--- src/rtl/sc_fila_clear.sv ---
// Row-clear engine: latches the playfield, drops full rows bottom-up with zero fill at the top, and reports how many were removed.
// Latency is 8+k cycles from the start edge to done for k removed rows; there is no backpressure, and a start seen outside IDLE is dropped.
module sc_fila_clear #(
    parameter int NUMBER_ROWS      = 8,
    parameter int NUMBER_DATAWIDTH = 8
) (
    input  logic                                     SC_FILA_CLEAR_CLOCK_50,
    input  logic                                     SC_FILA_CLEAR_RESET_InHigh,
    input  logic                                     SC_FILA_CLEAR_start_InLow,
    input  logic [NUMBER_ROWS*NUMBER_DATAWIDTH-1:0] SC_FILA_CLEAR_matrix_InBus,
    output logic [NUMBER_ROWS*NUMBER_DATAWIDTH-1:0] SC_FILA_CLEAR_matrix_OutBus,
    output logic [3:0]                               SC_FILA_CLEAR_count_OutBus,
    output logic                                     SC_FILA_CLEAR_busy_Out,
    output logic                                     SC_FILA_CLEAR_done_Out
);

    localparam int              MW       = NUMBER_ROWS * NUMBER_DATAWIDTH;
    localparam int              RW       = $clog2(NUMBER_ROWS);
    localparam logic [RW-1:0]   LAST_ROW = RW'(NUMBER_ROWS - 1);

    typedef enum logic [1:0] {
        ST_IDLE,
        ST_SCAN,
        ST_DONE
    } state_t;

    state_t                      r_state;
    state_t                      w_state_nxt;
    logic [MW-1:0]               r_work;
    logic [RW-1:0]               r_row;
    logic [3:0]                  r_count;
    logic [MW-1:0]               r_matrix_out;
    logic [3:0]                  r_count_out;

    logic                        w_start;
    logic [NUMBER_DATAWIDTH-1:0] w_row_dat;
    logic                        w_row_full;
    logic                        w_scan_end;
    logic [MW-1:0]               w_work_shift;
    logic [MW-1:0]               w_work_clr;

    assign w_start      = ~SC_FILA_CLEAR_start_InLow;
    assign w_row_full   = &w_row_dat;
    assign w_scan_end   = (r_state == ST_SCAN) && !w_row_full && (r_row == LAST_ROW);
    assign w_work_shift = {{NUMBER_DATAWIDTH{1'b0}}, r_work[MW-1:NUMBER_DATAWIDTH]};

    always_comb begin
        w_row_dat = '0;
        for (int i = 0; i < NUMBER_ROWS; i++) begin
            if (r_row == RW'(i)) begin
                w_row_dat = r_work[i*NUMBER_DATAWIDTH +: NUMBER_DATAWIDTH];
            end
        end
    end

    // Rows below the current index stay put; the current row and everything above take the row one higher.
    always_comb begin
        w_work_clr = r_work;
        for (int i = 0; i < NUMBER_ROWS; i++) begin
            if (RW'(i) >= r_row) begin
                w_work_clr[i*NUMBER_DATAWIDTH +: NUMBER_DATAWIDTH] =
                    w_work_shift[i*NUMBER_DATAWIDTH +: NUMBER_DATAWIDTH];
            end
        end
    end

    always_ff @(posedge SC_FILA_CLEAR_CLOCK_50) begin
        if (SC_FILA_CLEAR_RESET_InHigh) begin
            r_state <= ST_IDLE;
        end else begin
            r_state <= w_state_nxt;
        end
    end

    always_comb begin
        w_state_nxt = r_state;
        case (r_state)
            ST_IDLE: if (w_start)    w_state_nxt = ST_SCAN;
            ST_SCAN: if (w_scan_end) w_state_nxt = ST_DONE;
            ST_DONE:                 w_state_nxt = ST_IDLE;
            default:                 w_state_nxt = ST_IDLE;
        endcase
    end

    always_ff @(posedge SC_FILA_CLEAR_CLOCK_50) begin
        if (SC_FILA_CLEAR_RESET_InHigh) begin
            r_work       <= '0;
            r_row        <= '0;
            r_count      <= '0;
            r_matrix_out <= '0;
            r_count_out  <= '0;
        end else begin
            case (r_state)
                ST_IDLE: begin
                    if (w_start) begin
                        r_work  <= SC_FILA_CLEAR_matrix_InBus;
                        r_row   <= '0;
                        r_count <= '0;
                    end
                end
                ST_SCAN: begin
                    // A full row keeps the index so the row that slid down gets checked next.
                    if (w_row_full) begin
                        r_work  <= w_work_clr;
                        r_count <= r_count + 4'd1;
                    end else if (r_row != LAST_ROW) begin
                        r_row <= r_row + 1'b1;
                    end else begin
                        r_matrix_out <= r_work;
                        r_count_out  <= r_count;
                    end
                end
                default: ;
            endcase
        end
    end

    assign SC_FILA_CLEAR_matrix_OutBus = r_matrix_out;
    assign SC_FILA_CLEAR_count_OutBus  = r_count_out;
    assign SC_FILA_CLEAR_busy_Out      = (r_state == ST_SCAN);
    assign SC_FILA_CLEAR_done_Out      = (r_state == ST_DONE);

endmodule

--- config.mk ---
export PLATFORM = sky130hd
export DESIGN_NAME = sc_fila_clear
export DESIGN_NICKNAME = d
export VERILOG_FILES = /design/src/rtl/sc_fila_clear.sv
export SDC_FILE = /design/constraint.sdc
export NUM_CORES = 1
export LEC_CHECK = 0
export BUFFER_PORTS_ARGS = -buffer_cell sky130_fd_sc_hd__buf_2
export CAP_MARGIN = 20
export CORE_UTILIZATION = 54
export DETAILED_ROUTE_END_ITERATION = 16
export PLACE_DENSITY = 0.82
export SYNTH_ARGS = -nofsm -noshare
export SYNTH_HDL_FRONTEND = slang
export SYNTH_SLANG_ARGS = --single-unit
--- constraint.sdc ---
create_clock -name SC_FILA_CLEAR_CLOCK_50 -period 4.1 [get_ports SC_FILA_CLEAR_CLOCK_50]
set_clock_uncertainty 0.2 [all_clocks]
set_input_delay 0.615 -clock SC_FILA_CLEAR_CLOCK_50 [delete_from_list [all_inputs] [get_ports SC_FILA_CLEAR_CLOCK_50]]
set_output_delay 0.615 -clock SC_FILA_CLEAR_CLOCK_50 [all_outputs]
set_load 0.02 [all_outputs]
; ---- Word-level counts from Yosys, hierarchy flattened
; Cells that the tools add are included.
[totals]
reg_bits = 141
latchBits = 0
mem_bits_rw = 0
rom_bits = 0
inputBits = 67
output_inout_bits = 70
word_cells = 96
n_memories = 0
[classes]
addsub = 2
multipliers = 0
n_div = 0
n_lt_le_gt_ge = 8
n_eq_ne = 23
n_shift = 0
muxes = 29
n_bitwise = 2
reduce_logical = 19
[ops]
columns = operator, count
row1 = $mux 64, 2
row2 = $mux 8, 16
row3 = $pmux 64 s2, 1
row4 = $reduce_and 4->1, 9
row5 = $ne 2x1->1 const B, 11
row6 = $eq 3x3->1 const B, 4
row7 = $ge 3x3->1 const A, 4
row8 = $mux 3, 3
row9 = $mux 4, 2
row10 = $pmux 4 s2, 1
row11 = $reduce_and 8->1, 1
row12 = $eq 3x2->1 const B, 2
row13 = $ge 1x3->1 const A, 2
row14 = $ge 2x3->1 const A, 2
row15 = $pmux 3 s2, 1
row16 = $reduce_and 3->1, 2
row17 = $add 4x1->4 const B, 1
row18 = $mux 2, 2
row19 = $ne 2x2->1 const B, 2
row20 = $pmux 2 s2, 1
row21 = $add 3x1->3 const B, 1
row22 = $eq 3x1->1 const B, 1
row23 = $logic_not 3->1, 1
row24 = $ne 3x3->1 const B, 1
row25 = other kinds (8), 10

; ---- Logic depth before layout (Yosys ltp)
[depth]
depth_word = 15
depth_mapped = 14
ltp_nobuf = 9

; ---- Worst setup path after synthesis
; Ideal clock, no wire load.
[synth_path]
kind = reg-to-reg
start = reg r_row[1]
end = reg r_matrix_out[44] (netlist: SC_FILA_CLEAR_matrix_OutBus[44])
setup_time_ps = 128
arrival_ps = 2676
required_time_ps = 3772
setup_slack_ps = 1097
path_stages_with_launch = 14
path_buffers = 4
synth_period_minus_slack_ps = 3003
cell_sequence = dfxtp_1 -> buf_2 -> inv_1 -> ha_1 -> buf_2 -> and3b_1 -> a221o_1 -> o211ai_1 -> o31ai_4 -> a21oi_4 -> buf_6 -> buf_6 -> mux2i_1 -> nor2_1
[synth_between]
elab_chain_cells = 12
word_cells_on_any_way = 21
cone_classes = eq/ne (8) / mux (8) / bitwise (2) / reduce/logical (3)
[synth_rtl]
columns = item, line_no
row1 = from (decl), 30  ; logic [RW-1:0] r_row;
row2 = from (signal assigned), 107  ; r_row <= r_row + 1'b1;
row3 = $logic_not 3->1, 50  ; if (r_row == RW'(i)) begin
row4 = $mux 8 (8 in a row), 50
row5 = $reduce_and 8->1, 43  ; assign w_row_full = &w_row_dat;
row6 = $not 1->1 (no source line), n/a
row7 = $reduce_and 3->1 (no source line) *, n/a
row8 = to (signal assigned), 109  ; r_matrix_out <= r_work;
row9 = to (decl), 32  ; logic [MW-1:0] r_matrix_out;
; Mark *: on every way between the ends. The rest lies on a longest branch, timed or not.
; A chain may end at the register's enable or synchronous reset.

; ---- Worst setup path in the final report
[layout_path]
start = reg r_row[1]
end = reg r_work[54]
[layout_between]
elab_chain_cells = 12
word_cells_on_any_way = 21
cone_classes = order compare (1) / eq/ne (9) / mux (8) / reduce/logical (3)
[layout_rtl]
columns = item, line_no
row1 = $logic_not 3->1, 50
row2 = $mux 8 (8 in a row), 50
row3 = $reduce_and 8->1, 43
row4 = $ne 2x1->1 (no source line), n/a
row5 = $reduce_and 4->1 (no source line) *, n/a
row6 = to (signal assigned), 96  ; r_work <= SC_FILA_CLEAR_matrix_InBus;
row7 = to (signal assigned), 104  ; r_work <= w_work_clr;
row8 = to (decl), 29  ; logic [MW-1:0] r_work;
; Marked as above.

==> results.md <==
- Syn Nets: 763
- Cts hold-fix bufs: 0
- Overall via count from detail_route: 5728
- P_sw: 886 uW
- Final Hold Viols: 0
- Reg2Reg Depth: 10
- Worst-Skew Late Latency: 0.42 ns
- Number of synthesized flops with an enable pin: 0
- Antenna viol nets, final: 0
- Die area: 12100 um2
- Worst setup SP type: register
- Area leader, netlist: dfxtp_1
- # setup viols final: 0
- Clock Power Share: 46.7%
- Area Growth Syn to Fin: 21.9%
- PD cells: 465 nW/um2
- Crit. End Element: register
- DRT Wirelength: 16.9 mm
- Post-route cell area: 7680 um2
- Vias in the first global route: 5118
- Gpl congestion: 0.927
- Worst Path Max Fanout: 24
- Postcts setup bufs: 0
- Row cnt: 39
- Tcrit/Tclk final: 88.7%
- Sw frac: 24.8%
- Worst IR Drop VDD: 0.280 mV
- Setup crit end: r_work[54]$_SDFFE_PP0P_
- Ys async rst share: 0%
- Detailed-router iteration count before antenna repair: 5
- FF+latch area: 2820 um2
- # IOs: 137
- Nets: 881
- Sequential fraction of the synthesis area: 44.8%
- LEAKAGE: 3.25 nW
- Vias per inst: 5.94
- Largest net degree at the start of global routing: 90
- Combinational share of power: 10.0%
- Mean post-synth cell area: 9.12 um2
- Root buffer cell: clkbuf_16
- Mapped Area: 6300 um2
- RSZ-0062 raised after global routing: false
- Post-DP Area: 7040 um2
- Min-Delay Startpoint: SC_FILA_CLEAR_matrix_InBus[59]
- Ant. Diodes: 0
- Initial antenna violation count: 0
- Grt ovf: 0
- Seq pwr share: 43.3%
- Unique masters post-synth: 49
- Deepest clock path buffer count: 2
- TNS Setup: 0 ns
- # clock sinks: 141
- Global-route wire length before repair: 26.0 mm
- Total core area: 11400 um2
- Chip width: 110 um
- Share of layout cells above drive strength 1: 24.7%
- H-tree levels: 4
- CP arrival: 3.80 ns
- Initial core utilization: 55.2%
- Min cycle time layout: 3.64 ns
- Worst hold path type: primary input to register
- Num CTS Buffers: 17
- Status: finished, final reports clean
- Critical path type: register to register
- Synth top area share: 44.8%
- Fillers: 923
- RR Endpoint: r_work[54]$_SDFFE_PP0P_
- Post_cts resized: 0
- WL/cell: 17.5 um
- CTS tree: yes
- Critical Path Start: r_row[1]$_SDFFE_PP0P_
- Reg2Reg Setup Slack: 0.46 ns
- Main synth FF type: dfxtp_1
- Fmax: 0.275 GHz
- Yosys synthesis warning count: 0
- Area of the multi-input gates: 3200 um2
- Int Pwr: 2.69 mW
- Max-cap viol count: 0
- Post-Synthesis Cells: 691
- Max-slew headroom: 33.5%
- Final Slew Violations: 0
- FF+latch count, synth: 141
- Dpl hpwl: 11.6 mm
- Critical Path RT: 4.27 ns
- Largest cells by area after synthesis: dfxtp_1 (45%), mux2i_1 (12%), nor2_1 (9.8%)
- Die H: 110 um
- Total GRT Usage: 28.6%
- Clock slew at reported path FFs: 0.06 ns
- Initial DRC Count: 377
- Count of input and output buffers: 136
- Worst r2r src: r_row[1]$_SDFFE_PP0P_
- Post-route DRC: 0
- Worst-margin pin slew: 0.997 ns
metal layers:
metal	track usage (%)	part of all wire (%)
met1	37.0	44
met2	46.0	47
met3	5.94	6.4
met4	12.2	2.5
met5	0	0
sequential cells by signal (all words and copies together) (netlist names):
register                     count
SC_FILA_CLEAR_matrix_OutBus     64
r_work                          64
SC_FILA_CLEAR_count_OutBus       4
r_count                          4
r_row                            3
r_state                          2
cells by family after synthesis:
family / count (synthesis) / share of synthesized area [%]
AO/OA/AOI/OAI: 133 / 17.7
AND/OR/NAND/NOR: 274 / 19.3
adder cells (fa/ha/maj): 5 / 0.993
XOR/XNOR: 1 / 0.139
buffers and inverters: 58 / 4.53
multiplexers: 79 / 12.6
flip-flops: 141 / 44.8
critical path, stage by stage, from the launching register on:
cell	delay (ns)
dfxtp_1	0.70
ha_1	0.32
buf_4	0.22
and3b_1	0.20
a221o_1	0.32
o211ai_1	0.30
o31ai_4	0.16
nand3_2	0.13
and2_1	0.61
buf_12	0.25
o22a_1	0.16
power by group through the flow:
stage / logic, mW / registers [mW] / clock network (mW)
floorplan: 0.263 / 1.53 / 0
detailed placement: 0.350 / 1.57 / 0
global route: 0.391 / 1.55 / 1.75
global placement: 0.340 / 1.57 / 0
CTS: 0.355 / 1.54 / 1.68
finish: 0.358 / 1.54 / 1.67
cell type report:
type | count | area share, %
multi-input combinational | 492 | 41.7
sequential | 141 | 36.7
tap | 143 | 2.33
clock inverter | 9 | 2.04
timing repair buffer | 149 | 10.5
clock buffer | 23 | 6.35
inverter | 8 | 0.391
stage by stage:
step / total power, mW / utilization, % / worst slack [ns] / instances / hold slack [ns]
after floorplan: 1.79 / - / 1.10 / 691 / 0.269
after global placement: 1.91 / 61.6 / 0.678 / 933 / 0.268
after detailed placement: 1.92 / 61.6 / 0.564 / 933 / 0.277
after CTS: 3.58 / 67.3 / 0.517 / 965 / 0.227
after global routing: 3.70 / 67.3 / 0.280 / 965 / 0.251
final: 3.57 / 67.3 / 0.463 / 965 / 0.239
layout by cell type (no fill, tap or decap), types with 2 or more instances in the layout:
| cell | Yosys | layout |
|---|---|---|
| a211oi_1 | 8 | 8 |
| a21o_1 | 2 | 2 |
| a21oi_1 | 22 | 22 |
| a21oi_4 | 6 | 6 |
| a221oi_2 | 9 | 9 |
| a311oi_1 | 3 | 3 |
| and2_1 | 2 | 2 |
| and3b_1 | 2 | 2 |
| buf_12 | 0 | 2 |
| buf_2 | 9 | 135 |
| buf_4 | 7 | 12 |
| bufinv_16 | 0 | 4 |
| clkbuf_1 | 29 | 2 |
| clkbuf_16 | 0 | 17 |
| clkbuf_8 | 0 | 4 |
| clkinvlp_4 | 0 | 3 |
| dfxtp_1 | 141 | 141 |
| ha_1 | 5 | 5 |
| inv_1 | 8 | 8 |
| mux2i_1 | 78 | 78 |
| nand2_1 | 26 | 26 |
| nand2b_1 | 6 | 6 |
| nand3_1 | 15 | 15 |
| nand4_1 | 6 | 6 |
| nand4b_1 | 4 | 4 |
| nor2_1 | 165 | 165 |
| nor2b_1 | 3 | 3 |
| nor3_1 | 32 | 31 |
| nor4bb_1 | 2 | 2 |
| o211ai_1 | 3 | 3 |
| o21ai_0 | 4 | 4 |
| o22a_1 | 40 | 40 |
| o22ai_1 | 24 | 24 |
| o31ai_1 | 2 | 2 |
| o31ai_4 | 2 | 2 |
| or3_1 | 5 | 5 |
synthesized netlist by cell type (2+ instances only):
cell type	count
o22a_1	40
nand3_1	15
o31ai_1	2
a211oi_1	8
buf_4	7
a21oi_1	22
o211ai_1	3
buf_6	4
nor3_1	32
o31ai_4	2
o22ai_1	24
dfxtp_1	141
nand4_1	6
a21o_1	2
and3b_1	2
nand4b_1	4
nand2_1	26
a21oi_4	6
ha_1	5
inv_1	8
nor2_1	165
clkbuf_1	29
a221oi_2	9
and2_1	2
mux2i_1	78
a311oi_1	3
buf_2	9
nand2b_1	6
o21ai_0	4
nor4bb_1	2
nor2b_1	3
or3_1	5
worst min-delay path by stage:
stage                                                             end  slack [ns]  cells after the start
after floorplan                               r_work[59]$_SDFFE_PP0P_        0.27                      2
after global placement     SC_FILA_CLEAR_count_OutBus[2]$_SDFFE_PP0P_        0.27                      2
after detailed placement  SC_FILA_CLEAR_matrix_OutBus[5]$_SDFFE_PP0P_        0.28                      2
after CTS                                     r_work[56]$_SDFFE_PP0P_        0.23                      3
after global routing                          r_work[57]$_SDFFE_PP0P_        0.25                      3
final                                         r_work[59]$_SDFFE_PP0P_        0.24                      3
No activity file was read; power rests on OpenSTA's default activity.
